File: config.mk
export PLATFORM = sky130hd
export DESIGN_NAME = bit_serializer
export DESIGN_NICKNAME = d
export VERILOG_FILES = /design/src/rtl/bit_serializer.sv
export SDC_FILE = /design/constraint.sdc
export NUM_CORES = 1
export LEC_CHECK = 0
export CELL_PAD_IN_SITES_DETAIL_PLACEMENT = 1
export CELL_PAD_IN_SITES_GLOBAL_PLACEMENT = 2
export CORE_MARGIN = 8
export CORE_UTILIZATION = 29
export CTS_CLUSTER_SIZE = 16
export DETAILED_ROUTE_END_ITERATION = 7
export MAX_ROUTING_LAYER = met4
export PLACE_DENSITY_LB_ADDON = 0.05
export SYNTH_ARGS = -nofsm -noshare
export SYNTH_HDL_FRONTEND = slang
export SYNTH_SLANG_ARGS = --single-unit
File: constraint.sdc
create_clock -name clk -period 1.37 [get_ports clk]
set_input_delay 0.137 -clock clk [delete_from_list [all_inputs] [get_ports clk]]
set_output_delay 0.137 -clock clk [all_outputs]
set_load 0.05 [all_outputs]
File: src/rtl/bit_serializer.sv
// Parallel-to-serial shifter feeding the serial sequence detectors.
// It sends one bit every DIV clocks and can reload gaplessly on the done cycle.
module bit_serializer #(
    parameter int WIDTH     = 8,
    parameter int DIV       = 4,
    parameter int MSB_FIRST = 1
) (
    input  logic             clk,
    input  logic             resetn,
    input  logic [WIDTH-1:0] data_in,
    input  logic             load_valid,
    output logic             load_ready,
    output logic             ser_out,
    output logic             bit_strobe,
    output logic             busy,
    output logic             done
);

    localparam int DIV_W = (DIV > 1) ? $clog2(DIV) : 1;
    localparam int BIT_W = $clog2(WIDTH);
    localparam logic [DIV_W-1:0] DIV_LAST = DIV_W'(DIV - 1);
    localparam logic [BIT_W-1:0] BIT_LAST = BIT_W'(WIDTH - 1);

    typedef enum logic {
        IDLE  = 1'b0,
        SHIFT = 1'b1
    } state_t;

    state_t             state_q, state_d;
    logic [WIDTH-1:0]   shift_q, shift_d;
    logic [DIV_W-1:0]   div_cnt_q, div_cnt_d;
    logic [BIT_W-1:0]   bit_cnt_q, bit_cnt_d;
    logic               ser_q, ser_d;
    logic               strobe_q, strobe_d;
    logic               busy_q, busy_d;
    logic               accept;

    assign done       = (state_q == SHIFT) && (div_cnt_q == DIV_LAST) && (bit_cnt_q == BIT_LAST);
    assign load_ready = (state_q == IDLE) || done;
    assign accept     = load_valid && load_ready;

    assign ser_out    = ser_q;
    assign bit_strobe = strobe_q;
    assign busy       = busy_q;

    always_comb begin
        state_d   = state_q;
        shift_d   = shift_q;
        div_cnt_d = div_cnt_q;
        bit_cnt_d = bit_cnt_q;
        ser_d     = ser_q;
        strobe_d  = strobe_q;
        busy_d    = busy_q;

        // An accept on the done cycle takes priority, giving a zero-gap reload.
        if (accept) begin
            state_d   = SHIFT;
            shift_d   = data_in;
            div_cnt_d = '0;
            bit_cnt_d = '0;
            ser_d     = (MSB_FIRST != 0) ? data_in[WIDTH-1] : data_in[0];
            strobe_d  = 1'b1;
            busy_d    = 1'b1;
        end else if (state_q == SHIFT) begin
            if (div_cnt_q != DIV_LAST) begin
                div_cnt_d = div_cnt_q + DIV_W'(1);
                strobe_d  = 1'b0;
            end else if (bit_cnt_q != BIT_LAST) begin
                div_cnt_d = '0;
                bit_cnt_d = bit_cnt_q + BIT_W'(1);
                shift_d   = (MSB_FIRST != 0) ? {shift_q[WIDTH-2:0], 1'b0}
                                             : {1'b0, shift_q[WIDTH-1:1]};
                ser_d     = (MSB_FIRST != 0) ? shift_q[WIDTH-2] : shift_q[1];
                strobe_d  = 1'b1;
            end else begin
                state_d   = IDLE;
                div_cnt_d = '0;
                bit_cnt_d = '0;
                ser_d     = 1'b0;
                strobe_d  = 1'b0;
                busy_d    = 1'b0;
            end
        end
    end

    always_ff @(posedge clk or negedge resetn) begin
        if (!resetn) begin
            state_q   <= IDLE;
            shift_q   <= '0;
            div_cnt_q <= '0;
            bit_cnt_q <= '0;
            ser_q     <= 1'b0;
            strobe_q  <= 1'b0;
            busy_q    <= 1'b0;
        end else begin
            state_q   <= state_d;
            shift_q   <= shift_d;
            div_cnt_q <= div_cnt_d;
            bit_cnt_q <= bit_cnt_d;
            ser_q     <= ser_d;
            strobe_q  <= strobe_d;
            busy_q    <= busy_d;
        end
    end

endmodule

==> impl_results.md, run 1 <==
- Result of the run: finished with violations
- Violated checks: negative setup slack
- Number of warnings issued by yosys: 0
- Proportion of register bits with asynchronous set or reset after synthesis: 100%
- Hold slack: 0.156 ns
- Sequential standard cell area: 400 um^2
- Met1 global-route usage: 12.7%
- Least-Margin Pin Slew: 0.451 ns
- Total power divided by cell area: 1670 mW/mm^2
- CTS tree: done
- Root cell of the clock tree: sky130_fd_sc_hd__clkbuf_4
- Deepest clock path buffer count: 2
- Number of global-route vias before repair: 949
- Global placement routability congestion: 0.713
- Peak Freq: 630 MHz
- Total number of H-tree levels: 1
- Remaining antenna violation count after routing: 0
- # diodes: 0
- Clock net sink count: 16
- Max-cap violations: 0
- Routing layer with the top usage in global route: met2
- Detailed placer's ending HPWL: 1740 um
- IR drop worst, VDD: 0.000710 V
- Net count of the finished layout: 138
- Global-route usage over all layers: 10.8%
- Worst Skew: 0.00410 ns
- Area of all placed cells without fillers: 0.00137 mm^2
- Starting Density: 30.0%
- # port buffers: 15
- Detail-routed via count per cell: 4.93
- Unrepaired setup endpoints after global routing: yes
- Area of the die: 0.00518 mm^2
- Setup ws final: -0.216 ns
- CP endpoint kind: output pin
- Number of synthesized flops with an enable pin: 0
- R2R setup slack: -0.17 ns
- TritonCTS buffer count: 3
- Aggregate negative setup slack: -1.87 ns
- Final Core Density: 45.1%
- Required time at the endpoint of the critical path: 1.23 ns
- Clock insertion delay at the later pin of the skew report: 0.30 ns
- Synthesized cell area: 908 um^2
- Unique cell type count in the Yosys netlist: 31
- Global routing met2 resource utilization: 18.0%
- First-pass iteration count of the detailed router: 4
- Top FF cell, synth: sky130_fd_sc_hd__dfrtp_1
- Crit-path max FO: 3
- Final count of pins violating max slew: 0
- WL/cell: 15.1 um
- Global Route met3 Usage: 2.20%
- Post-detailed-route DRC marker count: 0
- Number of synthesized register bits: 16
- DR vias: 819
- Wire length of the first global-routing pass: 4420 um
- R2R Path End: shift_q[4]$_DFFE_PN0P_
- Tmin final: 1.59 ns
- Number of placement rows: 20
- Hold crit path type: in -> async
- Final-report setup violation count: 15
- Worst reg2reg startpoint: bit_cnt_q[0]$_DFFE_PN0P_
- Final worst path period share: 116%
- Iteration-0 DRC count of the detailed router: 16
- Relative slew slack: 69.9%
- Clock-pin slew on the worst setup and hold paths: 0.10 ns
- Synthesis-to-finish area growth: 50.3%
- Width of the die: 72.0 um
- Fraction of final layout cells sized beyond drive strength 1: 33.6%
- Top Ports: 16
- Instance count of the mapped netlist: 90
- Core Footprint: 0.00303 mm^2
- Overflow left after global routing: 0
- WS Path Type: reg -> out
- Die H: 72.0 um
- Maximum number of pins on one net before global-route repair: 17
- Mean instance size in the synthesized netlist: 10.1 um^2
- Critical Path Source Type: register
- Sum of internal, switching and leakage power: 2.28 mW
- Cell area after placement: 0.00125 mm^2
- Proportion of synthesized chip area in sequential cells: 44.1%
- Filler cell count in the final layout: 351
- Total count of hold-check failures in the final report: 0
- Final routed wirelength across all metal layers: 2510 um
- Area taken by multi-input logic gates: 503 um^2
- Static power due to leakage: 0.583 nW
- Number of antenna violations at the first check in global routing: 0
- Logic depth of the worst register-to-register path: 7
- Arrival time of the worst setup path: 1.45 ns
- Post-synthesis net count: 104
per-layer routing:
| layer | vias up | part of all wire, % |
|---|---|---|
| li1 | 395 | - |
| met1 | 408 | 46 |
| met2 | 11 | 48 |
| met3 | 5 | 3.4 |
| met4 | 0 | 2.0 |
| met5 | - | 0 |
flip-flops by register name, indices dropped and copies added, names as in the netlist:
signal and cells:
busy 1, bit_cnt_q 3, shift_q 7, bit_strobe 1
ser_out 1, state_q 1, div_cnt_q 2
kinds of logic after synthesis:
kind of cell               count (synthesis)  synth area share [%]
AOI/OAI and AO/OA                         31                  25.5
and+or+nand+nor                           29                  18.7
DFF                                       16                  44.1
buffers and inverters                     10                  6.47
adders and majority gates                  3                  4.13
muxes                                      1                  1.10
cells in the mapped netlist, types with 2 or more instances:
| cell type | instances | area share (%) |
|---|---|---|
| sky130_fd_sc_hd__buf_2 | 2 | 1.1 |
| sky130_fd_sc_hd__nand2b_1 | 7 | 4.8 |
| sky130_fd_sc_hd__nor2_1 | 3 | 1.2 |
| sky130_fd_sc_hd__buf_4 | 3 | 2.5 |
| sky130_fd_sc_hd__o21ai_0 | 4 | 2.2 |
| sky130_fd_sc_hd__dfrtp_1 | 16 | 44 |
| sky130_fd_sc_hd__ha_1 | 3 | 4.1 |
| sky130_fd_sc_hd__a31oi_1 | 2 | 1.4 |
| sky130_fd_sc_hd__nand3b_1 | 6 | 5.0 |
| sky130_fd_sc_hd__a21oi_1 | 9 | 5.0 |
| sky130_fd_sc_hd__nor2b_1 | 2 | 1.4 |
| sky130_fd_sc_hd__nand2_1 | 6 | 2.5 |
| sky130_fd_sc_hd__a221o_1 | 6 | 6.6 |
| sky130_fd_sc_hd__inv_1 | 4 | 1.7 |
final cells by class:
| class | instances | area share, % |
|---|---|---|
| Multi-Input combinational cell | 64 | 36.8 |
| Inverter | 4 | 1.28 |
| Tap cell | 44 | 4.03 |
| Sequential cell | 16 | 29.3 |
| Timing Repair Buffer | 35 | 26.9 |
| Clock buffer | 3 | 1.65 |
repair_timing:
| action | in CTS | in global routing |
|---|---|---|
| gates resized for setup | 7 | 5 |
| buffers inserted | 5 | 1 |
| setup endpoints to repair | 11 | 16 |
| hold buffers | 0 | 0 |
| pin swaps | 5 | 12 |
through the flow:
stage | cells | setup WS, ns
global placement | 157 | -0.0577
global route | 166 | -0.286
finish | 166 | -0.216
CTS | 165 | -0.220
detailed placement | 157 | -0.0925
floorplan | 90 | -0.00614
how the worst max path moves through the flow:
stage	slack, ns	start	to
finish	-0.22	bit_cnt_q[0]$_DFFE_PN0P_	load_ready
global route	-0.29	bit_cnt_q[1]$_DFFE_PN0P_	done
CTS	-0.22	bit_cnt_q[0]$_DFFE_PN0P_	shift_q[4]$_DFFE_PN0P_
detailed placement	-0.09	bit_cnt_q[1]$_DFFE_PN0P_	shift_q[4]$_DFFE_PN0P_
global placement	-0.06	bit_cnt_q[1]$_DFFE_PN0P_	shift_q[4]$_DFFE_PN0P_
floorplan	-0.006	bit_cnt_q[0]$_DFFE_PN0P_	ser_out$_DFFE_PN0P_
cells in the final DEF (no fill, tap or decap):
cell,netlist,layout
sky130_fd_sc_hd__o21bai_1,1,1
sky130_fd_sc_hd__inv_1,4,3
sky130_fd_sc_hd__nor2b_1,2,2
sky130_fd_sc_hd__a221o_1,6,6
sky130_fd_sc_hd__a32o_1,1,1
sky130_fd_sc_hd__a31oi_1,2,2
sky130_fd_sc_hd__ha_2,0,2
sky130_fd_sc_hd__nor3b_2,1,1
sky130_fd_sc_hd__o31ai_1,1,1
sky130_fd_sc_hd__nand2_1,6,5
sky130_fd_sc_hd__nor2_4,0,1
sky130_fd_sc_hd__a21boi_1,1,1
sky130_fd_sc_hd__nand3_1,1,1
sky130_fd_sc_hd__ha_4,0,1
sky130_fd_sc_hd__inv_4,0,1
sky130_fd_sc_hd__o21ai_1,1,3
sky130_fd_sc_hd__clkdlybuf4s50_1,0,10
sky130_fd_sc_hd__o22ai_1,1,1
sky130_fd_sc_hd__o21ai_2,0,1
sky130_fd_sc_hd__buf_4,3,18
sky130_fd_sc_hd__buf_6,1,1
sky130_fd_sc_hd__a221oi_2,1,1
sky130_fd_sc_hd__and3_1,1,1
sky130_fd_sc_hd__buf_12,0,6
sky130_fd_sc_hd__a211oi_2,0,1
sky130_fd_sc_hd__nand2_4,0,2
sky130_fd_sc_hd__nor2_1,3,2
sky130_fd_sc_hd__dfrtp_1,16,16
sky130_fd_sc_hd__clkbuf_4,0,3
sky130_fd_sc_hd__a21oi_1,9,9
sky130_fd_sc_hd__a21boi_4,1,1
sky130_fd_sc_hd__mux2i_1,1,1
sky130_fd_sc_hd__a21oi_4,0,1
sky130_fd_sc_hd__nand2b_1,7,7
sky130_fd_sc_hd__nand3b_1,6,6
sky130_fd_sc_hd__nor3_1,1,1
sky130_fd_sc_hd__o21ai_0,4,1
power breakdown:
part | total, mW | internal, mW | switching [mW]
Sequential | 0.798 | 0.651 | 0.147
Combinational | 1.22 | 0.656 | 0.561
Clock | 0.269 | 0.103 | 0.167
critical path: stages (launching register included):
cell and delay (ns):
sky130_fd_sc_hd__dfrtp_1 0.40, sky130_fd_sc_hd__ha_2 0.20, sky130_fd_sc_hd__ha_4 0.17, sky130_fd_sc_hd__nand2_4 0.07
sky130_fd_sc_hd__buf_4 0.12, sky130_fd_sc_hd__nand2_4 0.05, sky130_fd_sc_hd__buf_12 0.14
(Power assumes the default switching activity.)
==> inputs of run 2 (changes only) <==
- SKIP_CTS_REPAIR_TIMING: not set -> 1
==> run 2 against run 1 <==
  * Core utilization shrank 0.99 points
  * Sequential cell count stayed put
  * Largest cell class unchanged
  * The flow still finishes with violations (negative setup slack)
  * Die area unchanged
  * Global-route usage down 0.41 points
  * Combinational power is essentially flat
  * Total power fell by 0.85%
  * Critical path type unchanged
  * Non-clock buffer count fell by 1
  * First-iteration DRC count fell by 13%
==> impl_results.md, run 2 (same netlist as run 1, synthesis figures left out) <==
- R2R Path End: shift_q[3]$_DFFE_PN0P_
- # diodes: 0
- IR drop worst, VDD: 0.000692 V
- Final worst path period share: 116%
- Top reg by flops: shift_q
- Detailed placer's ending HPWL: 1740 um
- Top Registers: shift_q (7), bit_cnt_q (3), div_cnt_q (2)
- Number of flip-flops under the largest register name: 7
- Filler cell count in the final layout: 349
- Core Footprint: 0.00303 mm^2
- Iteration-0 DRC count of the detailed router: 14
- Width of the die: 72.0 um
- Crit-path max FO: 8
- Critical Path Source Type: register
- Number of global-route vias before repair: 906
- Logic depth of the worst register-to-register path: 7
- Deepest clock path buffer count: 2
- Net Switching: 856 uW
- Proportion of power drawn by flip-flops and latches: 35.2%
- Synthesis-to-finish area growth: 47.0%
- Final-report setup violation count: 9
- Total count of hold-check failures in the final report: 0
- Result of the run: finished with violations
- Least-Margin Pin Slew: 0.472 ns
- Most common cell after layout, fill and taps aside: sky130_fd_sc_hd__buf_4
- Wire length of the first global-routing pass: 4270 um
- Relative slew slack: 68.5%
- Net switching share of the total power: 37.8%
- DR vias: 794
- Part of the total power dissipated in combinational logic: 53.3%
- WS Path Type: reg -> out
- Post-detailed-route DRC marker count: 0
- Worst Skew: 0.00143 ns
- Placed cell count: 157
- Root cell of the clock tree: sky130_fd_sc_hd__clkbuf_4
- Die H: 72.0 um
- WL/cell: 14.6 um
- Fraction of final layout cells sized beyond drive strength 1: 33.1%
- Area of the die: 0.00518 mm^2
- Global-route usage over all layers: 10.4%
- Clock insertion delay at the later pin of the skew report: 0.29 ns
- Final count of pins violating max slew: 0
- CP endpoint kind: output pin
- TritonCTS buffer count: 3
- Remaining antenna violation count after routing: 0
- Global placement routability congestion: 0.713
- Hold crit path type: in -> async
- # port buffers: 15
- Starting Density: 30.0%
- Clock net sink count: 16
- Violated checks: negative setup slack
- Arrival time of the worst setup path: 1.45 ns
- Top Ports: 16
- Number of standard cells in the final layout excluding fillers: 165
- Setup ws final: -0.221 ns
- Clock-pin slew on the worst setup and hold paths: 0.10 ns
- Detail-routed via count per cell: 4.81
- Tmin final: 1.59 ns
- Max-cap violations: 0
- CTS tree: done
- R2R setup slack: -0.15 ns
- Worst reg2reg startpoint: bit_cnt_q[0]$_DFFE_PN0P_
- First-pass iteration count of the detailed router: 4
- Peak Freq: 629 MHz
- Final routed wirelength across all metal layers: 2410 um
- Worst slack, placed: -0.0925 ns
- Required time at the endpoint of the critical path: 1.23 ns
- Total power divided by cell area: 1700 mW/mm^2
- Static power due to leakage: 0.569 nW
- Total number of H-tree levels: 1
- Net count of the finished layout: 137
- Maximum number of pins on one net before global-route repair: 17
- Commonest cells after routing, fill and taps aside: 18 x sky130_fd_sc_hd__buf_4, 16 x sky130_fd_sc_hd__dfrtp_1, 10 x sky130_fd_sc_hd__clkdlybuf4s50_1, 8 x sky130_fd_sc_hd__a21oi_1, 7 x sky130_fd_sc_hd__nand2b_1
- Internal power contribution: 1.41 mW
- Number of placement rows: 20
- Proportion of power drawn by the clock network: 11.5%
- Unrepaired setup endpoints after global routing: yes
- Overflow left after global routing: 0
- Number of antenna violations at the first check in global routing: 0
[run 2: critical path: stages, from the launching register on]
cell and delay, ns:
sky130_fd_sc_hd__dfrtp_1 0.40, sky130_fd_sc_hd__ha_2 0.20, sky130_fd_sc_hd__ha_4 0.19, sky130_fd_sc_hd__nand2_4 0.09
sky130_fd_sc_hd__buf_6 0.10, sky130_fd_sc_hd__nand2_4 0.05, sky130_fd_sc_hd__buf_12 0.14
[run 2: worst max-delay path by stage]
| stage | end | slack [ns] | depth (start not counted) | from |
|---|---|---|---|---|
| 2_1_floorplan | ser_out$_DFFE_PN0P_ | -0.006 | 6 | bit_cnt_q[0]$_DFFE_PN0P_ |
| 3_3_place_gp | shift_q[4]$_DFFE_PN0P_ | -0.06 | 5 | bit_cnt_q[1]$_DFFE_PN0P_ |
| 3_5_place_dp | shift_q[4]$_DFFE_PN0P_ | -0.09 | 5 | bit_cnt_q[1]$_DFFE_PN0P_ |
| 4_1_cts | load_ready | -0.37 | 6 | bit_cnt_q[1]$_DFFE_PN0P_ |
| 5_1_grt | load_ready | -0.27 | 6 | bit_cnt_q[1]$_DFFE_PN0P_ |
| 6_report | load_ready | -0.22 | 6 | bit_cnt_q[0]$_DFFE_PN0P_ |
[run 2: stage by stage]
step	power, mW	hold WS (ns)	instance area, um^2	setup TNS, ns	util (%)
2_1_floorplan	1.49	-0.159	937	-0.0172	-
3_3_place_gp	1.95	0.480	1250	-0.364	41.3
3_5_place_dp	1.97	0.489	1250	-0.586	41.3
4_1_cts	2.25	0.167	1270	-1.33	42.0
5_1_grt	2.46	0.173	1340	-2.09	44.1
6_report	2.26	0.166	1340	-1.26	44.1
[run 2: power groups by stage]
stage                     sequential (mW)  clock [mW]  combinational [mW]
final                               0.797       0.260                1.21
after global placement              0.800           0                1.15
after CTS                           0.796       0.279                1.17
after floorplan                     0.903           0               0.584
after global routing                0.825       0.288                1.35
after detailed placement            0.804           0                1.17
[run 2: cell type report]
type / instances / area [um^2] / share of cell area [%]
Inverter: 4 / 15.0 / 1.12
Tap cell: 44 / 55.1 / 4.12
Timing Repair Buffer: 34 / 347 / 26.0
Multi-Input combinational cell: 64 / 495 / 37.1
Clock buffer: 3 / 22.5 / 1.69
Sequential cell: 16 / 400 / 30.0
[run 2: routing by layer]
layer	part of all wire [%]	up-vias	wire length (um)	GRT usage (%)
li1	-	390	-	-
met1	46	392	1110	12.7
met2	50	10	1200	16.6
met3	3.7	2	88	2.20
met4	0.50	0	12	3.40
met5	0	-	0	-
==> inputs of run 3 (changes only) <==
- SKIP_CTS_REPAIR_TIMING: 1 -> not set
- TNS_END_PERCENT: not set -> 50
==> run 3 against run 2 <==
  * The run still ends with negative setup slack left
  * Final area grew 2.2%
  * Critical path depth is the same
  * Highest routed layer unchanged
  * Non-clock buffer count grew 1
  * Largest cell class unchanged
  * Largest power group unchanged
  * Clock skew grew 0.0019 ns
  * Clock power grew 3%
==> impl_results.md, run 3 (same netlist as run 1, synthesis figures left out) <==
- Maximum number of pins on one net before global-route repair: 17
- Number of flip-flops under the largest register name: 7
- Remaining antenna violation count after routing: 0
- TritonCTS buffer count: 3
- Clock net sink count: 16
- WS Path Type: reg -> out
- Required time at the endpoint of the critical path: 1.23 ns
- Arrival time of the worst setup path: 1.45 ns
- First-pass iteration count of the detailed router: 4
- Critical Path Source Type: register
- Cell area after placement: 0.00125 mm^2
- # diodes: 0
- Iteration-0 DRC count of the detailed router: 14
- Area of the die: 0.00518 mm^2
- Unrepaired setup endpoints after global routing: yes
- Setup ws final: -0.214 ns
- Top Registers: shift_q (7), bit_cnt_q (3), div_cnt_q (2)
- CP endpoint kind: output pin
- Total count of hold-check failures in the final report: 0
- Net count of the finished layout: 138
- Max-cap violations: 0
- Wire length of the first global-routing pass: 4410 um
- Width of the die: 72.0 um
- Root cell of the clock tree: sky130_fd_sc_hd__clkbuf_4
- Global-route usage over all layers: 10.7%
- Number of standard cells in the final layout excluding fillers: 166
- Number of antenna violations at the first check in global routing: 0
- Number of global-route vias before repair: 939
- IR drop worst, VDD: 0.000708 V
- Detail-routed via count per cell: 4.92
- Static power due to leakage: 0.584 nW
- Core Footprint: 0.00303 mm^2
- Worst Skew: 0.00337 ns
- CTS tree: done
- Relative slew slack: 70.7%
- Final-report setup violation count: 14
- Least-Margin Pin Slew: 0.439 ns
- Commonest cells after routing, fill and taps aside: 18 x sky130_fd_sc_hd__buf_4, 16 x sky130_fd_sc_hd__dfrtp_1, 10 x sky130_fd_sc_hd__clkdlybuf4s50_1, 9 x sky130_fd_sc_hd__a21oi_1, 7 x sky130_fd_sc_hd__nand2b_1
- Starting Density: 30.0%
- Final routed wirelength across all metal layers: 2500 um
- Critical path startpoint: bit_cnt_q[0]$_DFFE_PN0P_
- Number of placement rows: 20
- Deepest clock path buffer count: 2
- Placed cell count: 157
- Total power divided by cell area: 1670 mW/mm^2
- Hold crit path type: in -> async
- Total number of H-tree levels: 1
- DR vias: 817
- Final count of pins violating max slew: 0
- Post-detailed-route DRC marker count: 0
- Final Core Density: 45.1%
- Cts hold-fix bufs: 0
- Hold slack: 0.160 ns
- Detailed placer's ending HPWL: 1740 um
- Global placement routability congestion: 0.713
- Peak Freq: 631 MHz
- Fraction of final layout cells sized beyond drive strength 1: 33.6%
- Most common cell after layout, fill and taps aside: sky130_fd_sc_hd__buf_4
- Final worst path period share: 116%
- Result of the run: finished with violations
- WL/cell: 15.1 um
- Top reg by flops: shift_q
- Tmin final: 1.58 ns
- Clock-pin slew on the worst setup and hold paths: 0.10 ns
- Synthesis-to-finish area growth: 50.3%
- Area of all placed cells without fillers: 0.00137 mm^2
- Aggregate negative setup slack: -1.69 ns
- Die H: 72.0 um
- Violated checks: negative setup slack
- Clock insertion delay at the later pin of the skew report: 0.29 ns
- Filler cell count in the final layout: 350
- Top Ports: 16
- Worst reg2reg startpoint: bit_cnt_q[0]$_DFFE_PN0P_
- Crit-path max FO: 3
- # port buffers: 15
- Overflow left after global routing: 0
## run 3: path summary, 6_finish.rpt
path / cells after the start / slack (ns) / end
worst max-delay path: 6 / -0.21 / done
worst min register to register: 1 / 0.51 / div_cnt_q[1]$_DFFE_PN0P_
max in group asynchronous: 2 / 1.02 / div_cnt_q[1]$_DFFE_PN0P_
worst max register to register: 7 / -0.17 / shift_q[4]$_DFFE_PN0P_
min in group clk: 2 / 0.46 / shift_q[3]$_DFFE_PN0P_
worst min-delay path: 2 / 0.16 / shift_q[5]$_DFFE_PN0P_
## run 3: where the power goes
part	internal, mW	switching [mW]	total, mW
registers	0.651	0.146	0.797
clock network	0.102	0.165	0.267
logic	0.655	0.557	1.21
total	1.41	0.868	2.28
## run 3: routing by layer
layer / global-route usage (%) / wire, um / vias to the layer above
li1: - / - / 393
met1: 12.7 / 1160 / 410
met2: 17.7 / 1230 / 10
met3: 2.20 / 83 / 4
met4: 3.40 / 27 / 0
met5: - / 0 / -
## run 3: timing repair
action	4_1_cts	5_1_grt
endpoints found under the setup margin	11	16
buffers inserted	5	1
resized for setup	7	3
pin swaps	4	10
## run 3: worst max-delay path: stages, from the launching register on
cell and delay, ns:
sky130_fd_sc_hd__dfrtp_1 0.37, sky130_fd_sc_hd__ha_2 0.19, sky130_fd_sc_hd__ha_4 0.15, sky130_fd_sc_hd__nand2_4 0.07, sky130_fd_sc_hd__buf_12 0.13, sky130_fd_sc_hd__nor2_4 0.11, sky130_fd_sc_hd__buf_12 0.15
## run 3: area by class of cell
cell class / instances / area, um^2 / area share [%]
Multi-Input combinational cell: 64 / 503 / 36.8
Timing Repair Buffer: 35 / 367 / 26.9
Clock buffer: 3 / 22.5 / 1.65
Tap cell: 44 / 55.1 / 4.03
Sequential cell: 16 / 400 / 29.3
Inverter: 4 / 17.5 / 1.28
## run 3: through the flow
step	setup WS (ns)	total power, mW
final	-0.214	2.28
after global routing	-0.293	2.46
after CTS	-0.222	2.29
after detailed placement	-0.0925	1.97
after global placement	-0.0577	1.95
after floorplan	-0.00614	1.49
==> RTL change 1, RTL diff (flow settings as in run 3) <==
Set the parameter `MSB_FIRST` to 0 (it was 1).
--- a/src/rtl/bit_serializer.sv
+++ b/src/rtl/bit_serializer.sv
@@ -3,7 +3,7 @@
 module bit_serializer #(
     parameter int WIDTH     = 8,
     parameter int DIV       = 4,
-    parameter int MSB_FIRST = 1
+    parameter int MSB_FIRST = 0
 ) (
     input  logic             clk,
     input  logic             resetn,
Behaviour: not the same (Yosys sat finds a counterexample within 4 cycles, from zero or initial values and one cycle with resetn low).
==> RTL change 1 against run 3 <==
The run still ends with negative setup slack left. Routed wire length is 8.8% higher. Utilization is 4.7 points higher. Final area is 8.5% higher. Synthesized area is 3.0% lower. Setup slack worse by 0.041 ns. Combinational power is 27% higher. Register-to-register slack worse by 0.08 ns. Sequential power is 7.3% higher. Power is 17% higher. Sequential cell count stayed put. Critical path depth is 1 higher. Via count is 4.8% higher. Non-clock buffer count is 6 higher. Critical endpoint is now shift_q[6]$_DFFE_PN0P_. Largest cell class unchanged. Largest power group unchanged.
==> RTL change 1: results (changes against run 3) <==
[setup_path]
reg2regPathDepth=7  ; unchanged
worstSetupStartpoint=bit_cnt_q[1]$_DFFE_PN0P_  ; was bit_cnt_q[0]$_DFFE_PN0P_
startpoint_type=flop  ; unchanged
arrival_ns=1.81  ; was 1.45 ns
critPathSlowestCell=dfrtp_1  ; unchanged
critPathMaxFanout=6  ; was 3
cpPeakStageDelay_ns=0.37  ; about the same
worstSetupEndpoint=shift_q[6]$_DFFE_PN0P_  ; was done

[logic_synthesis]
synthDistinctLibCells=28  ; was 31
avgSynthCellArea_um2=10.0  ; was 10.1 µm²
synth_nets=102  ; was 104
synthMuxAreaShare=0.0227  ; was 0.0110
synth_area_leaders=dfrtp_1, o221a_2, o21ai_0  ; was dfrtp_1, a221o_1, a21oi_1
synthXorXnorAreaFrac=0  ; unchanged
yosysSeqAreaShare=0.455  ; was 0.441
yosys_warnings=0  ; unchanged
synthArstFlopShare=1.00  ; unchanged
synth_compound_area_frac=0.249  ; was 0.255
synth_adder_area_share=0.0426  ; was 0.0413
ys.flop_type=dfrtp_1  ; unchanged
synth_common_cells=dfrtp_1, o21ai_0, nor2_1  ; was dfrtp_1, a21oi_1, nand2b_1

[cells_and_area]
layout-drive-gt1-share=0.488  ; was 0.336
num_antenna_cells=0  ; unchanged
layout.nets=143  ; was 138
nFillCells=327  ; was 350
layoutNonFillerInstCount=160  ; was 166
reg_top3=shift_q (7), bit_cnt_q (3), div_cnt_q (2)  ; unchanged

[place]
hpwl_mm=1.93  ; was 1.74 mm
gp_congestion=0.783  ; was 0.713
portBuffers=15  ; unchanged
dp.cells=151  ; was 157
dpl_cell_area_um2=1270  ; was 1250 µm²

[clocking]
cts_max_path_buffers=2  ; unchanged
root_buffer=clkbuf_4  ; unchanged
insertion_delay_ns=0.30
cts_max_level=1  ; unchanged
cts_buffers=3  ; unchanged

[status]
violations=negative setup slack  ; unchanged
status=complete, but fails checks  ; unchanged

[detailed_routing]
top_layer=met4  ; unchanged
first_pass_iters=4  ; unchanged
wl_per_cell_um=17.0  ; was 15.1 µm
dr_wl_met2_mm=1.31  ; was 1.23 mm
wl_met1_mm=1.26  ; was 1.16 mm
route.met3.wl_um=119  ; was 83 µm
first_iter_violations=34  ; was 14
viasPerCell=5.35  ; was 4.92

[power]
intPower_mw=1.65  ; was 1.41 mW
leakage_nw=0.611  ; was 0.584 nW
vdd_ir_drop_max_mv=0.779  ; was 0.708 mV

[grt]
antenna_found_initial=0  ; unchanged
grt_pass1_vias=938  ; was 939
grt_usage=0.122  ; was 0.107
grt_pass1_wl_mm=4.71  ; was 4.41 mm

[timing]
setup_viol=15  ; was 14
hold_viol=0  ; unchanged
clock_skew_ns=0.00743  ; was 0.00337 ns
tightest_slew_ns=0.236  ; was 0.439 ns
post-route-worst-setup-slack_ns=-0.254  ; was -0.214 ns

## RTL change 1: power by group through the flow
stage / Sequential [mW] / Combinational (mW) / Clock [mW]
2_1_floorplan: 0.901 / 0.671 / 0
3_3_place_gp: 0.821 / 1.25 / 0
3_5_place_dp: 0.830 / 1.26 / 0
4_1_cts: 0.833 / 1.37 / 0.281
5_1_grt: 0.878 / 1.69 / 0.298
6_report: 0.855 / 1.54 / 0.264
## RTL change 1: per-stage QoR
stage	setup TNS [ns]	hold WS, ns	setup WS [ns]
2_1_floorplan	-0.240	-0.159	-0.0826
3_3_place_gp	-0.466	0.474	-0.0786
4_1_cts	-1.82	0.164	-0.254
6_report	-2.45	0.158	-0.254
3_5_place_dp	-0.586	0.486	-0.0952
5_1_grt	-3.51	0.181	-0.306
## RTL change 1: logic make-up (layout without fill, tap and decap cells)
| kind of cell | count (synthesis) | after routing |
|---|---|---|
| AOI/OAI and AO/OA | 30 | 30 |
| adders and majority gates | 3 | 3 |
| buffers and inverters | 9 | 48 |
| DFF | 16 | 16 |
| muxes | 2 | 2 |
| and+or+nand+nor | 28 | 28 |
## RTL change 1: repair_timing
item / in CTS / in global routing
endpoints found under the setup margin: 11 / 16
pin swaps: 4 / 7
setup buffers: 3 / 3
resized for setup: 21 / 14
endpoints found under the hold margin: 0 / 0
## RTL change 1: critical path, delay by kind of cell, from the launching register on
kind                       cells  cell delay, ns
AOI/OAI and AO/OA              2            0.51
buffers and inverters          3            0.27
DFF                            1            0.37
adders and majority gates      2            0.35
## RTL change 1: how the worst min path moves through the flow
stage	from	cells after the start	slack [ns]	end
4_1_cts	resetn	2	0.16	shift_q[2]$_DFFE_PN0P_
2_1_floorplan	resetn	0	-0.16	bit_cnt_q[0]$_DFFE_PN0P_
6_report	resetn	2	0.16	shift_q[2]$_DFFE_PN0P_
5_1_grt	resetn	2	0.18	ser_out$_DFFE_PN0P_
3_5_place_dp	resetn	2	0.49	shift_q[2]$_DFFE_PN0P_
3_3_place_gp	div_cnt_q[0]$_DFFE_PN0P_	1	0.47	div_cnt_q[0]$_DFFE_PN0P_
## RTL change 1: routing by layer
| metal | up-vias | global-route usage |
|---|---|---|
| met2 | 14 | 0.197 |
| met5 | - | - |
| met1 | 431 | 0.141 |
| li1 | 407 | - |
| met3 | 4 | 0.0410 |
| met4 | 0 | 0.0346 |
## RTL change 1: final cells by class
class	instances	area (µm²)	share of cell area
multi-input combinational	63	593	0.400
timing repair buffer	41	407	0.274
sequential	16	400	0.270
tap	33	41.3	0.0279
clock buffer	3	22.5	0.0152
inverter	4	17.5	0.0118
==> RTL change 2, RTL diff (config.mk and constraints of run 3) <==
Without the edit above. `shift_q` no longer has a reset.
--- a/src/rtl/bit_serializer.sv
+++ b/src/rtl/bit_serializer.sv
@@ -86,7 +86,6 @@
     always_ff @(posedge clk or negedge resetn) begin
         if (!resetn) begin
             state_q   <= IDLE;
-            shift_q   <= '0;
             div_cnt_q <= '0;
             bit_cnt_q <= '0;
             ser_q     <= 1'b0;
@@ -94,7 +93,6 @@
             busy_q    <= 1'b0;
         end else begin
             state_q   <= state_d;
-            shift_q   <= shift_d;
             div_cnt_q <= div_cnt_d;
             bit_cnt_q <= bit_cnt_d;
             ser_q     <= ser_d;
@@ -103,5 +101,9 @@
         end
     end
 
+    always_ff @(posedge clk) begin
+        shift_q <= shift_d;
+    end
+
 endmodule
 
Check against the original RTL: no difference found for any inputs over 10 cycles, from zero or initial values and one cycle with resetn low; that may be too few to reach the edited logic, so the function may still have changed.
==> RTL change 2 against run 3 <==
The run still ends with negative setup slack left. Die area is 7.1% lower. Routed wire length is 24% lower. Sequential cell count unchanged. Setup slack got worse by 0.12 ns. Register-to-register slack got worse by 0.13 ns. Utilization is 0.27 points higher. Power is 6.0% higher. Hold slack lost 0.019 ns. Count of clock-buffer cells in the layout up 1. Final area down 9.2%. Synthesized area is 9.1% lower. Sequential power rose by 7.0%. Sequential share of layout area grew 5.8 points. Critical endpoint is now load_ready.
==> RTL change 2: results (changes against run 3) <==
[timing]
clock_skew_ns=0.0145  ; was 0.00337 ns
tightest_slew_ns=0.446  ; was 0.439 ns
tns_ns=-3.64  ; was -1.69 ns
fin_hold_ws_ns=0.141  ; was 0.160 ns
post-route-worst-setup-slack_ns=-0.330  ; was -0.214 ns
setup_viol=22  ; was 14

[setup_path]
critPathSlowestCell=dfrtp_1  ; unchanged
reg2reg_slack_ns=-0.30  ; was -0.17 ns
arrival_ns=1.56  ; was 1.45 ns

[min_path]
hold_path_class=in2async  ; unchanged

[power]
vdd_ir_drop_max_mv=1.07  ; was 0.708 mV
leakage_nw=0.530  ; was 0.584 nW

[grt]
grt_pass1_wl_mm=3.28  ; was 4.41 mm
grt_max_degree=11  ; was 17
grt_pass1_vias=669  ; was 939
grt_usage=0.0874  ; was 0.107

[cells_and_area]
layout.nets=107  ; was 138
layout-drive-gt1-share=0.467  ; was 0.336

[logic_synthesis]
synth_adder_area_share=0.0455  ; was 0.0413
synthXorXnorAreaFrac=0  ; unchanged
synthArstFlopShare=0.563  ; was 1.00
yosysSeqAreaShare=0.527  ; was 0.441
synth_nets=75  ; was 104
synth_edf_count=7  ; was 0
synth_compound_area_frac=0.135  ; was 0.255
synthMuxAreaShare=0.121  ; was 0.0110
synth_area_leaders=dfrtp_1, edfxtp_1, mux2_4  ; was dfrtp_1, a221o_1, a21oi_1
synth_common_cells=dfrtp_1, edfxtp_1, mux2_4  ; was dfrtp_1, a21oi_1, nand2b_1

[detailed_routing]
first_iter_violations=16  ; was 14
wl_mm=1.89  ; was 2.50 mm
vias=591  ; was 817

[status]
status=complete, but fails checks  ; unchanged
violations=negative setup slack  ; unchanged

[place]
hpwl_mm=1.47  ; was 1.74 mm
portBuffers=15  ; unchanged
gp_congestion=0.756  ; was 0.713

[RTL change 2: cell count changes after synthesis, moves of 6 or more]
cell and change:
mux2_4 +6, edfxtp_1 +7, nand3b_1 -6, a221o_1 -6, dfrtp_1 -7, a21oi_1 -8, nand2b_1 -6
[RTL change 2: kinds of logic (layout without fill, tap and decap cells)]
kind of cell | after synthesis | in the layout
buffers and inverters | 6 | 37
and+or+nand+nor | 15 | 15
DFF | 16 | 16
muxes | 7 | 7
AOI/OAI and AO/OA | 14 | 14
adders and majority gates | 3 | 3
[RTL change 2: worst paths after layout]
| check | start | cells past startpoint | to |
|---|---|---|---|
| max in group asynchronous | resetn | 1 | ser_out$_DFFE_PN0P_ |
| worst min register to register | div_cnt_q[1]$_DFFE_PN0P_ | 1 | div_cnt_q[1]$_DFFE_PN0P_ |
| min in group clk | data_in[7] | 2 | ser_out$_DFFE_PN0P_ |
| worst max register to register | bit_cnt_q[0]$_DFFE_PN0P_ | 5 | shift_q[4]$_DFFE_PP_ |
| worst min-delay path | resetn | 1 | div_cnt_q[0]$_DFFE_PN0P_ |
| worst max-delay path | bit_cnt_q[0]$_DFFE_PN0P_ | 5 | load_ready |
[RTL change 2: per-layer routing]
metal,track usage,up-vias,part of all wire
li1,-,289,-
met1,0.105,284,0.47
met2,0.128,14,0.47
met3,0.0343,4,0.042
met4,0.0342,0,0.014
met5,-,-,0
[RTL change 2: final cells by class]
type / count / area (µm²)
clock buffers: 4 / 36.3
fillers: 293 / 1490
inverters: 3 / 11.3
multi-input cells: 39 / 407
flip-flops and latches: 16 / 435
well taps: 31 / 38.8
repair buffers: 30 / 312
[RTL change 2: power by group]
group          internal (mW)  leakage, nW  total (mW)  switching (mW)
clock                  0.162       0.0210       0.318           0.156
combinational          0.707        0.340        1.24           0.536
sequential             0.738        0.169       0.853           0.115
total                   1.61        0.530        2.41           0.806
[RTL change 2: what timing repair did]
| item | 4_1_cts | 5_1_grt |
|---|---|---|
| resized for setup | 7 | 4 |
| endpoints found under the setup margin | 23 | 24 |
| buffers inserted | 1 | 0 |
| pin swaps | 6 | 7 |
[RTL change 2: through the flow]
step / std cells / instance area [µm²] / total power, mW / setup slack, ns
5_1_grt: 123 / 1240 / 2.60 / -0.386
4_1_cts: 123 / 1220 / 2.40 / -0.341
6_report: 123 / 1240 / 2.41 / -0.330
3_3_place_gp: 118 / 1150 / 2.01 / -0.235
2_1_floorplan: 61 / 842 / 1.52 / -0.319
3_5_place_dp: 118 / 1150 / 2.03 / -0.256
